--- config.mk ---
export PLATFORM = sky130hd
export DESIGN_NAME = wb_master_arbiter
export DESIGN_NICKNAME = d
export VERILOG_FILES = /design/src/rtl/wb_master_arbiter.sv
export SDC_FILE = /design/constraint.sdc
export NUM_CORES = 1
export LEC_CHECK = 0
export CORE_AREA = 2 2 125 127
export CTS_BUF_LIST = sky130_fd_sc_hd__clkbuf_8
export DETAILED_ROUTE_END_ITERATION = 8
export DIE_AREA = 0 0 127 129
export GPL_TIMING_DRIVEN = 0
export PLACE_DENSITY_LB_ADDON = 0.25
export SLEW_MARGIN = 20
export SYNTH_ARGS = -nofsm -noshare
export SYNTH_HDL_FRONTEND = slang
export SYNTH_SLANG_ARGS = --single-unit
--- constraint.sdc ---
create_clock -name clk -period 3.35 [get_ports clk]
set_input_delay 0.67 -clock clk [delete_from_list [all_inputs] [get_ports clk]]
set_output_delay 0.67 -clock clk [all_outputs]
set_load 0.01 [all_outputs]
--- src/rtl/wb_master_arbiter.sv ---
// Two-master Wishbone B4 pipelined arbiter with round-robin cyc-tenure grants
// and a watchdog that ends any transfer the slave never acknowledges.
module wb_master_arbiter #(
  parameter int unsigned TIMEOUT = 64
) (
  input  logic        clk,
  input  logic        rst,

  input  logic        m0_cyc,
  input  logic        m0_stb,
  input  logic        m0_we,
  input  logic [3:0]  m0_sel,
  input  logic [31:0] m0_addr,
  input  logic [31:0] m0_wdata,
  output logic [31:0] m0_rdata,
  output logic        m0_ack,
  output logic        m0_stall,
  output logic        m0_err,

  input  logic        m1_cyc,
  input  logic        m1_stb,
  input  logic        m1_we,
  input  logic [3:0]  m1_sel,
  input  logic [31:0] m1_addr,
  input  logic [31:0] m1_wdata,
  output logic [31:0] m1_rdata,
  output logic        m1_ack,
  output logic        m1_stall,
  output logic        m1_err,

  output logic        s_cyc,
  output logic        s_stb,
  output logic        s_we,
  output logic [3:0]  s_sel,
  output logic [31:0] s_addr,
  output logic [31:0] s_wdata,
  input  logic [31:0] s_rdata,
  input  logic        s_ack,
  input  logic        s_stall,

  output logic [1:0]  gnt
);

  typedef enum logic [1:0] {
    IDLE = 2'd0,
    OWN0 = 2'd1,
    OWN1 = 2'd2
  } state_e;

  localparam logic [15:0] TCNT_LAST = 16'(TIMEOUT - 1);

  state_e      state_q, state_d;
  logic        last_q, last_d;
  logic [15:0] tcnt_q, tcnt_d;
  logic [3:0]  outst_q, outst_d;

  logic own_cyc;
  logic own_stb;
  logic pending;
  logic accepted;
  logic timeout;

  // Owner's view of the bus; a transfer is pending while strobing or awaiting an ack.
  always_comb begin
    own_cyc = 1'b0;
    own_stb = 1'b0;
    unique case (state_q)
      OWN0:    begin own_cyc = m0_cyc; own_stb = m0_stb; end
      OWN1:    begin own_cyc = m1_cyc; own_stb = m1_stb; end
      default: ;
    endcase
    pending  = own_stb || (outst_q != 4'd0);
    accepted = own_stb && !s_stall;
    timeout  = own_cyc && pending && !s_ack && (tcnt_q == TCNT_LAST);
  end

  // NOTE: sequential state uses non-blocking assignments so every flop samples
  // the pre-edge values of its peers regardless of process evaluation order.
  always_ff @(posedge clk or negedge rst) begin
    if (!rst) begin
      state_q <= IDLE;
      last_q  <= 1'b1;
      tcnt_q  <= '0;
      outst_q <= '0;
    end else begin
      state_q <= state_d;
      last_q  <= last_d;
      tcnt_q  <= tcnt_d;
      outst_q <= outst_d;
    end
  end

  // NOTE: every variable gets a default before the case so no path leaves a
  // value unassigned and no latch is inferred.
  always_comb begin
    state_d = state_q;
    last_d  = last_q;
    tcnt_d  = '0;
    outst_d = '0;
    unique case (state_q)
      IDLE: begin
        if (m0_cyc && (!m1_cyc || last_q)) begin
          state_d = OWN0;
          last_d  = 1'b0;
        end else if (m1_cyc) begin
          state_d = OWN1;
          last_d  = 1'b1;
        end
      end
      OWN0, OWN1: begin
        // Timeout leaves last pointing at the offender, so the other master wins next.
        if (!own_cyc || timeout) begin
          state_d = IDLE;
        end else begin
          if (s_ack)        tcnt_d = '0;
          else if (pending) tcnt_d = tcnt_q + 16'd1;
          else              tcnt_d = tcnt_q;

          outst_d = outst_q;
          if (accepted && !s_ack && (outst_q != 4'hF))
            outst_d = outst_q + 4'd1;
          else if (!accepted && s_ack && (outst_q != 4'd0))
            outst_d = outst_q - 4'd1;
        end
      end
      default: state_d = IDLE;
    endcase
  end

  always_comb begin
    s_cyc    = 1'b0;
    s_stb    = 1'b0;
    s_we     = 1'b0;
    s_sel    = '0;
    s_addr   = '0;
    s_wdata  = '0;
    m0_rdata = '0;
    m0_ack   = 1'b0;
    m0_stall = 1'b1;
    m0_err   = 1'b0;
    m1_rdata = '0;
    m1_ack   = 1'b0;
    m1_stall = 1'b1;
    m1_err   = 1'b0;
    unique case (state_q)
      OWN0: begin
        s_cyc    = m0_cyc && !timeout;
        s_stb    = m0_stb && !timeout;
        s_we     = m0_we;
        s_sel    = m0_sel;
        s_addr   = m0_addr;
        s_wdata  = m0_wdata;
        m0_rdata = s_rdata;
        m0_ack   = s_ack;
        m0_stall = s_stall;
        m0_err   = timeout;
      end
      OWN1: begin
        s_cyc    = m1_cyc && !timeout;
        s_stb    = m1_stb && !timeout;
        s_we     = m1_we;
        s_sel    = m1_sel;
        s_addr   = m1_addr;
        s_wdata  = m1_wdata;
        m1_rdata = s_rdata;
        m1_ack   = s_ack;
        m1_stall = s_stall;
        m1_err   = timeout;
      end
      default: ;
    endcase
  end

  assign gnt = {state_q == OWN1, state_q == OWN0};

endmodule

==> summary by stage, run 1 <==
Outcome
The flow ran to the end, and the final reports show no timing, DRC or antenna violations.

Timing
The final number of hold-violating endpoints came to 0. The ratio of final minimum period to clock period is 0.9782. The headroom to the max-slew limit is 0.4391.

The number of endpoints failing setup at the final stage is 0. The routed design could run at a clock period as short as 3.277 ns. The count of final max-slew check failures is 0.

In the final timing run, aggregate negative setup slack is 0 ns. For the pin with the worst max-slew slack, the measured transition is between 0.8 and 0.9 ns. The largest clock skew in the final design is between 0.006 and 0.007 ns. The final worst slack is 0.07290 ns. Based on the critical path, the design can be clocked at up to approximately 0.31 GHz. Setup repair after global routing could not meet its margin everywhere.

Synth
The total of flip-flops plus latches after synthesis is 23. The share of flip-flops with an asynchronous set or reset is 1.000. The synthesized area per cell is 7.115 um2. The largest total area in the synthesized netlist belongs to dfrtp_1. By area the synthesized netlist is led by dfrtp_1 19%, a22oi_1 18%, and2_1 15%, nor2_1 9.4%, clkbuf_1 3.6%. Yosys mapped the design onto 48 distinct sky130hd cell types. The share of the yosys chip area belonging to registers is 0.1987. Among all cell types in the netlist, the one instantiated most often is nor2_1. The number of flops mapped to enable cells by yosys is 0. Sorting the synthesized cells by how often they occur yields 73 x nor2_1, 71 x a22oi_1, 68 x and2_1. The number of warning messages in the yosys log is 0. The cell area after technology mapping is 2903 um2. The gate count of the mapped netlist is a little over 400. The number of nets in the synthesized netlist is between 500 and 600.

In the synthesized netlist the dominant register cell turns out to be dfrtp_1. Of the post-synthesis cell area, the dominant cell type holds 0.1897.

Die
The die is ~130 um wide. The overall die height is ~130 um. Row generation in the floorplan step produced 45 rows. The initial utilization of the core area, before any placement, comes to 0.1938. The total area inside the core boundary comes to 14980 um2. The area of the die is 16380 um2.

The I/O pin count is 321.

Worst hold path
The tightest min-delay check is of the primary input to async pin type.

Layout
The total number of nets in the final design is 925. In the final layout, the share of cells above drive strength 1 is 0.07848. The area added between synthesis and finish is 125.1%.

Power
IR analysis of the VDD net gives a maximum drop of 0.2376 mV. The net switching power is 1.864 mW. The static leakage is 2.415 nW. The power density relative to cell area is 581.5 nW/um2.

Of the total power, the share spent switching nets is 0.4905. The total power after layout is about 3.8 mW. The internal power summed over all cells is ~1.9 mW. The share of power burned in the clock network is 0.046. The share of total power dissipated in sequential elements is 0.092.

Of the total power, combinational logic draws 0.862.

Drt
For this block, the routed nets add up to 19680 um of wire. The first detailed-routing pass ran for 5 iterations. The total via count after detailed routing is between 4000 and 5000. The count of antenna-violating nets left after detailed routing is 0. The wire length per cell after detailed routing is 21.20 um. For this run, design rule violations remaining after detail routing come to 0. In the routed layout, each cell is associated on average with a via count of 4.980. After the first detailed-routing iteration, the DRC count stood at 295.

Setup path
The count of buffering cells on the critical path with inverters included is 4. The highest fanout seen on the critical path is 10. The critical path goes through inv_1 -> ha_2 -> clkbuf_4 -> clkbuf_2 -> a22oi_1 -> nor2_2 -> clkdlybuf4s50_1. STA puts the critical path data arrival time at approximately 2.6 ns. On the critical path, the stage with the largest delay is an instance of clkdlybuf4s50_1. The required time at the worst-slack endpoint is 2.68 ns. The delay contributed by the slowest stage of the critical path is 0.58 ns. STA classifies the critical path endpoint as an output pin. The family of cells with the greatest summed delay on the critical path is buffers and inverters. The critical path is of the flip-flop to output pin type. STA classifies the critical path startpoint as a flip-flop.

Clocking
The number of hold buffers added after CTS is 0. The number of clock sinks is 23. The CTS tree is done. The number of buffers added by the clock tree synthesis step is 3. The clock network latency to the later pin of the worst-skew pair is 0.27 ns. The cell sitting at the root of the clock tree is a clkbuf_8. The number of buffers on the longest clock path is 2.

CTS built an H-tree with a depth of 1. The clock-pin slew reported for the worst setup and hold paths after clock tree synthesis is 0.09 ns.

Global routing
The number of global-route vias before repair was 4616. Summed over all layers, the global routing overflow is 0. The aggregate global-route resource usage is 0.2208.

The number of antenna violations at the first check in global routing came to 1. Entering global routing, the biggest net connects 24 pins. The global-route wire length before repair is 27690 um.

Placed design
Routability-driven placement finished with a final weighted congestion of 0.9332. The count of input and output buffers is between 300 and 400. The worst setup timing slack at the placement stage is -0.3584 ns. The HPWL after detailed placement is about 17000 um.

Job
The number of maximum-capacitance constraint violations is 0.
-- registers in the layout (all words and copies together), names as in the netlist --
signal and count:
outst_q 4, last_q 1, tcnt_q 16, state_q 2
-- path summary, 6_finish.rpt --
| kind | start | to | slack (ns) | cells after the start |
|---|---|---|---|---|
| worst min-delay path | rst | tcnt_q[2]$_DFFE_PN0P_ | 0.38 | 1 |
| worst max-delay path | state_q[1]$_DFFE_PN0P_ | s_addr[20] | 0.07 | 7 |
| max in group asynchronous | rst | tcnt_q[0]$_DFFE_PN0P_ | 2.58 | 1 |
| min in group clk | last_q$_DFFE_PN1P_ | last_q$_DFFE_PN1P_ | 0.54 | 2 |
| worst max register to register | state_q[0]$_DFFE_PN0P_ | outst_q[3]$_DFFE_PN0P_ | 0.41 | 10 |
| worst min register to register | last_q$_DFFE_PN1P_ | last_q$_DFFE_PN1P_ | 0.54 | 2 |
-- logic make-up (layout without fill, tap and decap cells) --
| logic type | count (synthesis) | after routing | share of synthesized area |
|---|---|---|---|
| fa+ha+maj | 7 | 7 | 0.03276 |
| buf+inv | 47 | 378 | 0.06680 |
| other cells | 0 | 1 | 0 |
| simple gates | 203 | 203 | 0.3797 |
| mux | 5 | 5 | 0.01724 |
| xor+xnor | 2 | 2 | 0.006036 |
| compound gates | 121 | 121 | 0.2987 |
| flops | 23 | 23 | 0.1987 |
-- power by group through the flow --
stage               clock network [mW]  registers [mW]  logic (mW)
CTS                              0.178           0.348        3.20
detailed placement                   0           0.353        3.12
finish                           0.175           0.350        3.27
floorplan                            0           0.343        1.53
global placement                     0           0.350        3.09
global route                     0.188           0.355        3.52
-- area by class of cell --
cell class                      instances  area (um2)
Buffer                                 34       170.2
Inverter                                9       37.54
Sequential cell                        23       578.1
Clock buffer                            3       41.29
Antenna cell                            1       2.502
Timing Repair Buffer                  331        3281
Multi-Input combinational cell        338        2185
Fill cell                            1474        8443
Tap cell                              188       235.2
Clock inverter                          1       3.754
-- stage by stage --
stage / instance area (um2) / utilization / cells / hold WS, ns
floorplan: 2903 / - / 408 / 0.3744
global placement: 6341 / 0.4234 / 916 / 0.5214
detailed placement: 6341 / 0.4234 / 916 / 0.5247
CTS: 6475 / 0.4323 / 926 / 0.5375
global route: 6531 / 0.4361 / 927 / 0.4225
finish: 6534 / 0.4363 / 928 / 0.3797
-- cells in the final DEF (no fill, tap or decap), types with 2 or more instances in the layout --
master | netlist | final
o21ai_0 | 8 | 8
inv_1 | 9 | 9
nand3_1 | 9 | 9
nand2_1 | 7 | 7
or4_1 | 9 | 8
ha_1 | 6 | 3
nand4_1 | 7 | 7
and3_1 | 3 | 3
clkbuf_2 | 1 | 13
nor2_2 | 0 | 6
and2_1 | 68 | 68
ha_4 | 0 | 2
clkdlybuf4s50_1 | 0 | 314
nor4_1 | 3 | 3
buf_4 | 0 | 12
a31oi_1 | 2 | 2
dfrtp_1 | 22 | 21
clkbuf_1 | 28 | 13
mux2i_1 | 5 | 5
nand2b_1 | 3 | 3
buf_2 | 1 | 4
clkbuf_8 | 0 | 3
or3_1 | 8 | 8
o211ai_1 | 7 | 7
or4b_2 | 2 | 2
a22oi_1 | 71 | 70
clkbuf_4 | 0 | 3
nor2_1 | 73 | 67
dlygate4sd2_1 | 0 | 3
o31ai_1 | 7 | 7
a21oi_1 | 16 | 16
nor3_1 | 4 | 4
-- what timing repair did --
| item | 4_1_cts | 5_1_grt |
|---|---|---|
| cloned | 0 | 0 |
| setup endpoints to repair | 110 | 93 |
| pin swaps | 4 | 3 |
| gates resized for setup | 25 | 29 |
| buffers inserted | 10 | 1 |
-- layer usage --
| layer | global-route usage | vias up | part of all wire |
|---|---|---|---|
| met1 | 0.2922 | 2157 | 0.42 |
| met4 | 0.04913 | 2 | 0.021 |
| met2 | 0.3650 | 280 | 0.47 |
| met5 | 0 | - | 0.00061 |
| met3 | 0.05530 | 26 | 0.087 |
| li1 | - | 2156 | - |
(Power assumes the default switching activity.)
==> run 2: changes to the inputs <==
--- a/config.mk
+++ b/config.mk
@@ -9,7 +9,6 @@
 export CTS_BUF_LIST = sky130_fd_sc_hd__clkbuf_8
 export DETAILED_ROUTE_END_ITERATION = 8
 export DIE_AREA = 0 0 127 129
-export GPL_TIMING_DRIVEN = 0
 export PLACE_DENSITY_LB_ADDON = 0.25
 export SLEW_MARGIN = 20
 export SYNTH_ARGS = -nofsm -noshare
==> run 2 against run 1 <==
Critical path depth decreased by 1. Sequential cell count unchanged. Clock skew about the same. Combinational power down 4%. Critical endpoint is now m1_err. Final cell count shrank 2.2%. Power is 3.1% lower. Die area stayed put.
==> summary by stage, run 2 (synthesis results as in run 1) <==
Setup path
The family of cells with the greatest summed delay on the critical path is simple AND/OR/NAND/NOR gates. The critical path runs through a total of 6 cells. The count of buffering cells on the critical path with inverters included is 2. The nature of the critical path endpoint is an output pin.

The delay contributed by the slowest stage of the critical path is 0.57 ns. The critical path's slowest cell is or4_4. The critical setup path kind is flip-flop to output pin. The required time at the worst-slack endpoint is ~2.7 ns.

Of all nets on the critical path, the largest fanout is 5. The worst path arrival time is 2.56 ns. STA classifies the critical path startpoint as a flip-flop. The signal on the critical path passes through or4_1 -> or4_4 -> nor4_4 -> buf_4 -> and2_1 -> dlygate4sd2_1.

The number of cells on the worst reg-to-reg path is 10.

Global routing
The number of global-route vias before repair is 4397. The total overflow left after global routing is 0. Entering global routing, the biggest net connects 89 pins.

The number of antenna violations at the first check in global routing is 3. The aggregate global-route resource usage is 0.2059. The global-route wire length before repair is 26010 um.

Timing
The final critical delay including setup and external delays is 3.232 ns. For the final routed database, the setup TNS stands at 0 ns. The largest clock skew in the final design is 0.006412 ns. The final number of hold-violating endpoints is 0. The upper clock frequency limit is 0.3094 GHz. The tightest hold path in the finished design has a slack of between 0.5 and 0.6 ns. Of the available clock period, the critical path in the final layout requires 0.9648. The actual transition at the worst max-transition pin is 0.6626 ns.

Setup repair after global routing left no endpoint under its margin. The count of final max-slew check failures is 0. The headroom to the max-slew limit is 0.5520.

The number of endpoints failing setup at the final stage is 0.

Power
The static leakage is roughly 2.4 nW. The peak supply drop is between 0.2 and 0.3 mV. In this run the power density over the cells is 568.3 nW/um2.

Layout
The number of flip-flops in the largest register is 16. The number of filler instances in the final layout is between 1000 and 1500. The multi-input gate area in the final layout is 2161 um2. Of the cells placed in the final design, the portion with a size suffix greater than 1 is 0.05563. Leaving out fill and tap cells, the most frequent cell in the layout is clkdlybuf4s50_1. In the layout the commonest cells are 316 x clkdlybuf4s50_1, 73 x nor2_1, 71 x a22oi_1. Registers take 576.8 um2. The area added between synthesis and finish is 123.2%. The largest registers in the layout are tcnt_q (16), outst_q (4), state_q (2). The final layout contains between 900 and 1000 nets. tcnt_q holds more flip-flops than any other register.

Clocking
In this run, CTS created clock tree buffers numbering 3. The clock reaches the later pin of the worst-skew pair after 0.28 ns. TritonCTS built the clock tree. For this design, the sink count on the clock tree is 23. Counting along the longest clock path gives a buffer depth of 2. The number of hold buffers added after CTS is 0. The clock root buffer is clkbuf_8. Clock-pin slew was measured on the worst setup and hold paths at around 0.09 ns. The number of H-tree branching levels is 1.

Drt
The detailed router used layers up to and including met5. Wire segments on met3 add up to between 1500 and 2000 um in the final route. The number of vias per cell is 4.889. After detailed routing, the average wire length per cell comes to between 20 and 25 um. Once detail routing completed, the nets flagged for antenna violations numbered 0.

For this run, design rule violations remaining after detail routing come to 0. The total routed wirelength is 18520 um. After the first detailed-routing iteration, the DRC count stood at 290. The iteration count of the initial detailed-routing pass is 5.

The routed layout has 4439 vias. The met2 wire length is 8552 um. For this block, wires on met1 add up to 7766 um.

Die
The floorplan step defined a die boundary enclosing roughly 16000 um2. The overall die height is 129 um. The die is 127 um wide. ~320 I/O pins were placed. The initial core utilization is 0.1938. The area inside the core boundary is 14980 um2. The floorplan has 45 rows.

Placed design
Once detailed placement completed, the half-perimeter wirelength came to around 15000 um. The final weighted congestion of routability-driven global placement is 0.8927. Buffers placed on the I/O ports in this run total 320.

Worst hold path
The worst hold path passes through 2 cells. The min-delay analysis places its worst path in the category flip-flop to flip-flop.

Outcome
The flow ran to the end, and the final reports show no timing, DRC or antenna violations.

Job
Across the run, the number of max-cap violations was 0.
[run 2: cell types whose count changed in the layout (fill, tap and decap cells not counted), moves of 2 or more]
cell,before,now
clkbuf_1,13,0
clkbuf_2,13,0
buf_4,12,22
nor2_1,67,73
nor2_2,6,0
buf_2,4,0
buf_12,0,3
clkbuf_4,3,0
clkdlybuf4s50_1,314,316
[run 2: worst register-to-register path, delay by kind of cell (launching register included)]
kind,cells,cell delay [ns]
AOI/OAI and AO/OA,3,0.61
adders and majority gates,2,0.56
buffers and inverters,2,0.46
DFF,1,0.45
muxes,1,0.19
and+or+nand+nor,2,0.81
[run 2: layout make-up]
type,instances,share of cell area
multi-input cells,338,0.3335
clock inverters,1,0.0007725
well taps,188,0.03631
diodes,1,0.0003862
flip-flops and latches,23,0.08903
clock buffers,3,0.006373
inverters,9,0.005214
repair buffers,345,0.5284
[run 2: metal layers]
metal	GRT usage	vias to the layer above
li1	-	2113
met1	0.2672	2062
met2	0.3381	241
met3	0.06570	19
met4	0.04202	4
met5	0	-
[run 2: metrics by stage]
step	util	instances	worst slack (ns)	cell area, um2	power, mW
2_1_floorplan	-	408	0.5640	2903	1.870
3_3_place_gp	0.4289	902	0.05652	6424	3.466
3_5_place_dp	0.4289	902	0.04442	6424	3.488
4_1_cts	0.4324	907	0.1229	6476	3.677
5_1_grt	0.4324	907	0.01938	6476	3.930
6_report	0.4326	908	0.1180	6479	3.682
[run 2: repair_timing]
item,4_1_cts,5_1_grt
endpoints found under the setup margin,4,0
resized for setup,5,0
buffers inserted,1,0
[run 2: final timing paths]
check                                  startpoint                endpoint  slack (ns)
max reg2reg                state_q[0]$_DFFE_PN0P_  outst_q[3]$_DFFE_PN0P_        0.21
min                            last_q$_DFFE_PN1P_      last_q$_DFFE_PN1P_        0.54
min reg2reg                    last_q$_DFFE_PN1P_      last_q$_DFFE_PN1P_        0.54
max in group asynchronous                     rst      last_q$_DFFE_PN1P_        2.30
max                        tcnt_q[10]$_DFFE_PN0P_                  m1_err        0.12
min in group asynchronous                     rst   tcnt_q[5]$_DFFE_PN0P_        0.75
[run 2: power breakdown]
group	total (mW)	switching (mW)	internal (mW)	leakage, nW
Sequential	0.350	0.0377	0.312	0.315
Combinational	3.15	1.64	1.51	2.04
Clock	0.186	0.102	0.0835	0.0255
Total	3.68	1.78	1.90	2.38
==> run 3: changes to the inputs <==
--- a/config.mk
+++ b/config.mk
@@ -5,10 +5,12 @@
 export SDC_FILE = /design/constraint.sdc
 export NUM_CORES = 1
 export LEC_CHECK = 0
+export ABC_AREA = 1
 export CORE_AREA = 2 2 125 127
 export CTS_BUF_LIST = sky130_fd_sc_hd__clkbuf_8
 export DETAILED_ROUTE_END_ITERATION = 8
 export DIE_AREA = 0 0 127 129
+export HOLD_SLACK_MARGIN = 0.15
 export PLACE_DENSITY_LB_ADDON = 0.25
 export SLEW_MARGIN = 20
 export SYNTH_ARGS = -nofsm -noshare
==> run 3 against run 2 <==
Register-to-register slack better by 0.55 ns. Cell area is 5.1% higher. Global-route usage is 1.9 points higher. Synthesized cell count is 60% higher. Maximum frequency hardly changed. Non-clock buffer count is 5 lower. Wire length is 4.9% higher. Power is 8.0% higher. Sequential power is 1% lower. Critical path type is now primary input to output pin. Largest cell class unchanged. Largest power group unchanged.
==> summary by stage, run 3 <==
Drt
The total routed wirelength is 19430 um. The count of antenna-violating nets left after detailed routing is 0. In this run, the number of DRC markers left after iteration 0 of detailed routing was 210.

The routed layout has between 5000 and 6000 vias. The number of vias per cell is between 4 and 5. The residual DRC count is 0. The iteration count of the initial detailed-routing pass is 7. After detailed routing, the average wire length per cell comes to 16.91 um.

Setup path
The critical path goes through clkdlybuf4s50_1 -> nand2_1 -> a21oi_4 -> nand4_1 -> nor2_2 -> clkdlybuf4s50_1. Setup slack on the worst reg-to-reg path comes out at 0.76 ns. In this design, the stage delay of the slowest critical-path cell is 0.56 ns. The highest fanout seen on the critical path is 7. By instance count, the cell type seen most on the critical path is clkdlybuf4s50_1. By startpoint and endpoint, the worst setup path is classified as primary input to output pin. The worst setup path is launched from a primary input. The worst path arrival time is 2.56 ns.

The critical path's slowest cell is clkdlybuf4s50_1. The nature of the critical path endpoint is an output pin. The family of cells with the greatest summed delay on the critical path is buffers and inverters. STA puts the critical path data required time at 2.68 ns. The count of buffering cells on the critical path with inverters included is 2.

Layout
In the layout the commonest cells are 319 x clkdlybuf4s50_1, 290 x nand2_1, 102 x inv_1. The largest registers in the layout are tcnt_q (16), outst_q (4), state_q (2). The utilization after layout is 0.4546.

The register ranked first by flip-flop count is tcnt_q. The fraction of final layout cells with drive strength greater than 1 is 0.03854. The number of flip-flops in the largest register is 16.

The final instance count without filler cells is 1149. The total number of nets in the final design is 1146. Leaving out fill and tap cells, the most frequent cell in the layout is clkdlybuf4s50_1. The area added between synthesis and finish is 108.2%.

Timing
The count of final max-slew check failures is 0. For the final database, setup skew stands at roughly 0.0020 ns. The final critical delay including setup and external delays is 3.231 ns. At the pin with the least slew margin, the transition time is approximately 0.67 ns. The number of endpoints failing setup at the final stage is 0. The ratio of final minimum period to clock period is 0.9645. Setup repair after global routing left no endpoint under its margin. Derived from the worst setup path, the maximum achievable clock frequency is 0.3095 GHz. Headroom to the max-slew limit came out at 0.5544. The final number of hold-violating endpoints is 0. The final worst slack is approximately 0.12 ns. The total negative slack for setup checks is 0 ns.

Outcome
The run finished with clean final reports.

Power
The analysis attributes to cell leakage a power of 3.104 nW. The peak supply drop is 0.2063 mV. The power density relative to cell area is 584.4 nW/um2. The total power after layout is approximately 4 mW.

Synth
The total of flip-flops plus latches after synthesis is 23. The commonest cells after synthesis are 290 x nand2_1, 102 x inv_1, 74 x a21oi_1. nand2_1 is the most common cell in the netlist. Synthesis handed over a netlist of approximately 650 instances. Of the post-synthesis cell area, the dominant cell type holds 0.3330.

The number of nets handed over by synthesis was roughly 840. The largest total area in the synthesized netlist belongs to nand2_1. In this run, synthesis inferred 0 flip-flops with an integrated enable. The share of the yosys chip area belonging to registers is 0.1764. By area the synthesized netlist is led by nand2_1 33%, dfrtp_1 17%, inv_1 12%, a21oi_1 11%, nand3_1 6.7%.

For this run, asynchronously set or reset flops after synthesis account for 1.000. The cell area after technology mapping is 3269 um2. The number of distinct library cells after synthesis is 28. The number of warning messages in the yosys log is 0. The leading register cell type out of synthesis is dfrtp_1.

The synthesized area per cell is 5.014 um2.

Global routing
For this run, global-route usage on met2 was measured as 0.3684. The busiest layer in global routing is met2. The aggregate global-route resource usage is 0.2251. The total overflow left after global routing is 0. The met1 track demand over resource is 0.2453.

The number of antenna violations at the first check in global routing was 2. The met3 track utilization from global routing is 0.1663. Entering global routing, the biggest net connects 35 pins. The number of global-route vias before repair is 4760.

The global-route wire length before repair is 28180 um.

Clocking
The clock drives 23 sinks. The number of hold buffers added after CTS is 0. Clock-pin slew was measured on the worst setup and hold paths at ~0.09 ns.

The root buffer cell chosen for the clock tree is clkbuf_8. The longest clock path from root to sink contains 2 buffers. The clock reaches the later pin of the worst-skew pair after 0.27 ns.

The number of buffers added by the clock tree synthesis step is 3. The CTS tree is done. In this run the number of H-tree levels came out at 1.

Die
The floorplan die width is 127 um. The placement row count is 45. ~320 I/O pins were placed.

The overall die height is 129 um. The initial utilization of the core area, before any placement, comes to 0.2183. The area of the die is 16380 um2. The area inside the core boundary is ~15000 um2.

Placed design
The HPWL after detailed placement is approximately 16000 um. The final weighted congestion of routability-driven global placement is around 0.85. The number of placed instances, taps included, is roughly 1100. In this run the tool buffered the top-level ports with 320 buffer cells. The worst setup timing slack at the placement stage is 0.1059 ns.

Job
The number of maximum-capacitance constraint violations is 0.

Worst hold path
The worst hold path belongs to the class flip-flop to flip-flop.
run 3: cell types whose count changed after synthesis, moves of 9 or more:
cell / change
nand3_1: +35
a21oi_1: +58
or4_1: -9
a22oi_1: -71
nand2_1: +283
and2_1: -66
inv_1: +93
nor2_1: -28
run 3: tightest hold or removal path: stages, from the launching register on:
cell     delay, ns
dfstp_2       0.37
inv_1         0.06
a21oi_1       0.07
run 3: through the flow:
stage	instance area, um2	hold slack, ns
after global placement	6741	0.4972
after detailed placement	6741	0.4864
after CTS	6790	0.5014
final	6808	0.4969
after global routing	6805	0.5232
after floorplan	3269	0.3744
run 3: cells by family (layout without fill, tap and decap cells):
logic type | after synthesis | count (layout) | synth area share
XOR/XNOR | 4 | 4 | 0.01072
buffers and inverters | 140 | 448 | 0.1665
AO/OA/AOI/OAI | 78 | 78 | 0.1236
adder cells (fa/ha/maj) | 7 | 7 | 0.02908
other | 0 | 1 | 0
AND/OR/NAND/NOR | 400 | 400 | 0.4937
flip-flops | 23 | 23 | 0.1764
run 3: timing repair:
action | CTS | global route
setup endpoints to repair | 1 | 6
gates resized for setup | 1 | 5
buffers inserted | 0 | 0
run 3: where the power goes:
group / leakage, nW / total (mW) / internal (mW) / switching (mW)
Combinational: 2.76 / 3.45 / 1.55 / 1.90
Clock: 0.0255 / 0.180 / 0.0833 / 0.0971
Sequential: 0.315 / 0.346 / 0.313 / 0.0334
run 3: path summary, 6_finish.rpt:
kind / depth (start not counted) / endpoint / start
min in group asynchronous: 2 / tcnt_q[10]$_DFFE_PN0P_ / rst
hold reg to reg: 2 / last_q$_DFFE_PN1P_ / last_q$_DFFE_PN1P_
hold / removal: 2 / last_q$_DFFE_PN1P_ / last_q$_DFFE_PN1P_
setup reg to reg: 17 / outst_q[3]$_DFFE_PN0P_ / state_q[0]$_DFFE_PN0P_
setup / recovery: 6 / m1_err / m0_cyc
max in group asynchronous: 2 / last_q$_DFFE_PN1P_ / rst
run 3: metal layers:
metal | share of wire | vias to the layer above
met5 | 0 | -
met4 | 0.0056 | 0
met3 | 0.18 | 6
met2 | 0.45 | 226
met1 | 0.36 | 2212
li1 | - | 2595
run 3: layout make-up:
| type | count | area, um2 |
|---|---|---|
| clock inverters | 1 | 5.005 |
| inverters | 104 | 395.4 |
| diodes | 1 | 2.502 |
| flip-flops and latches | 23 | 576.8 |
| clock buffers | 3 | 41.29 |
| repair buffers | 340 | 3372 |
| multi-input cells | 489 | 2180 |
| well taps | 188 | 235.2 |
| fillers | 1630 | 8169 |
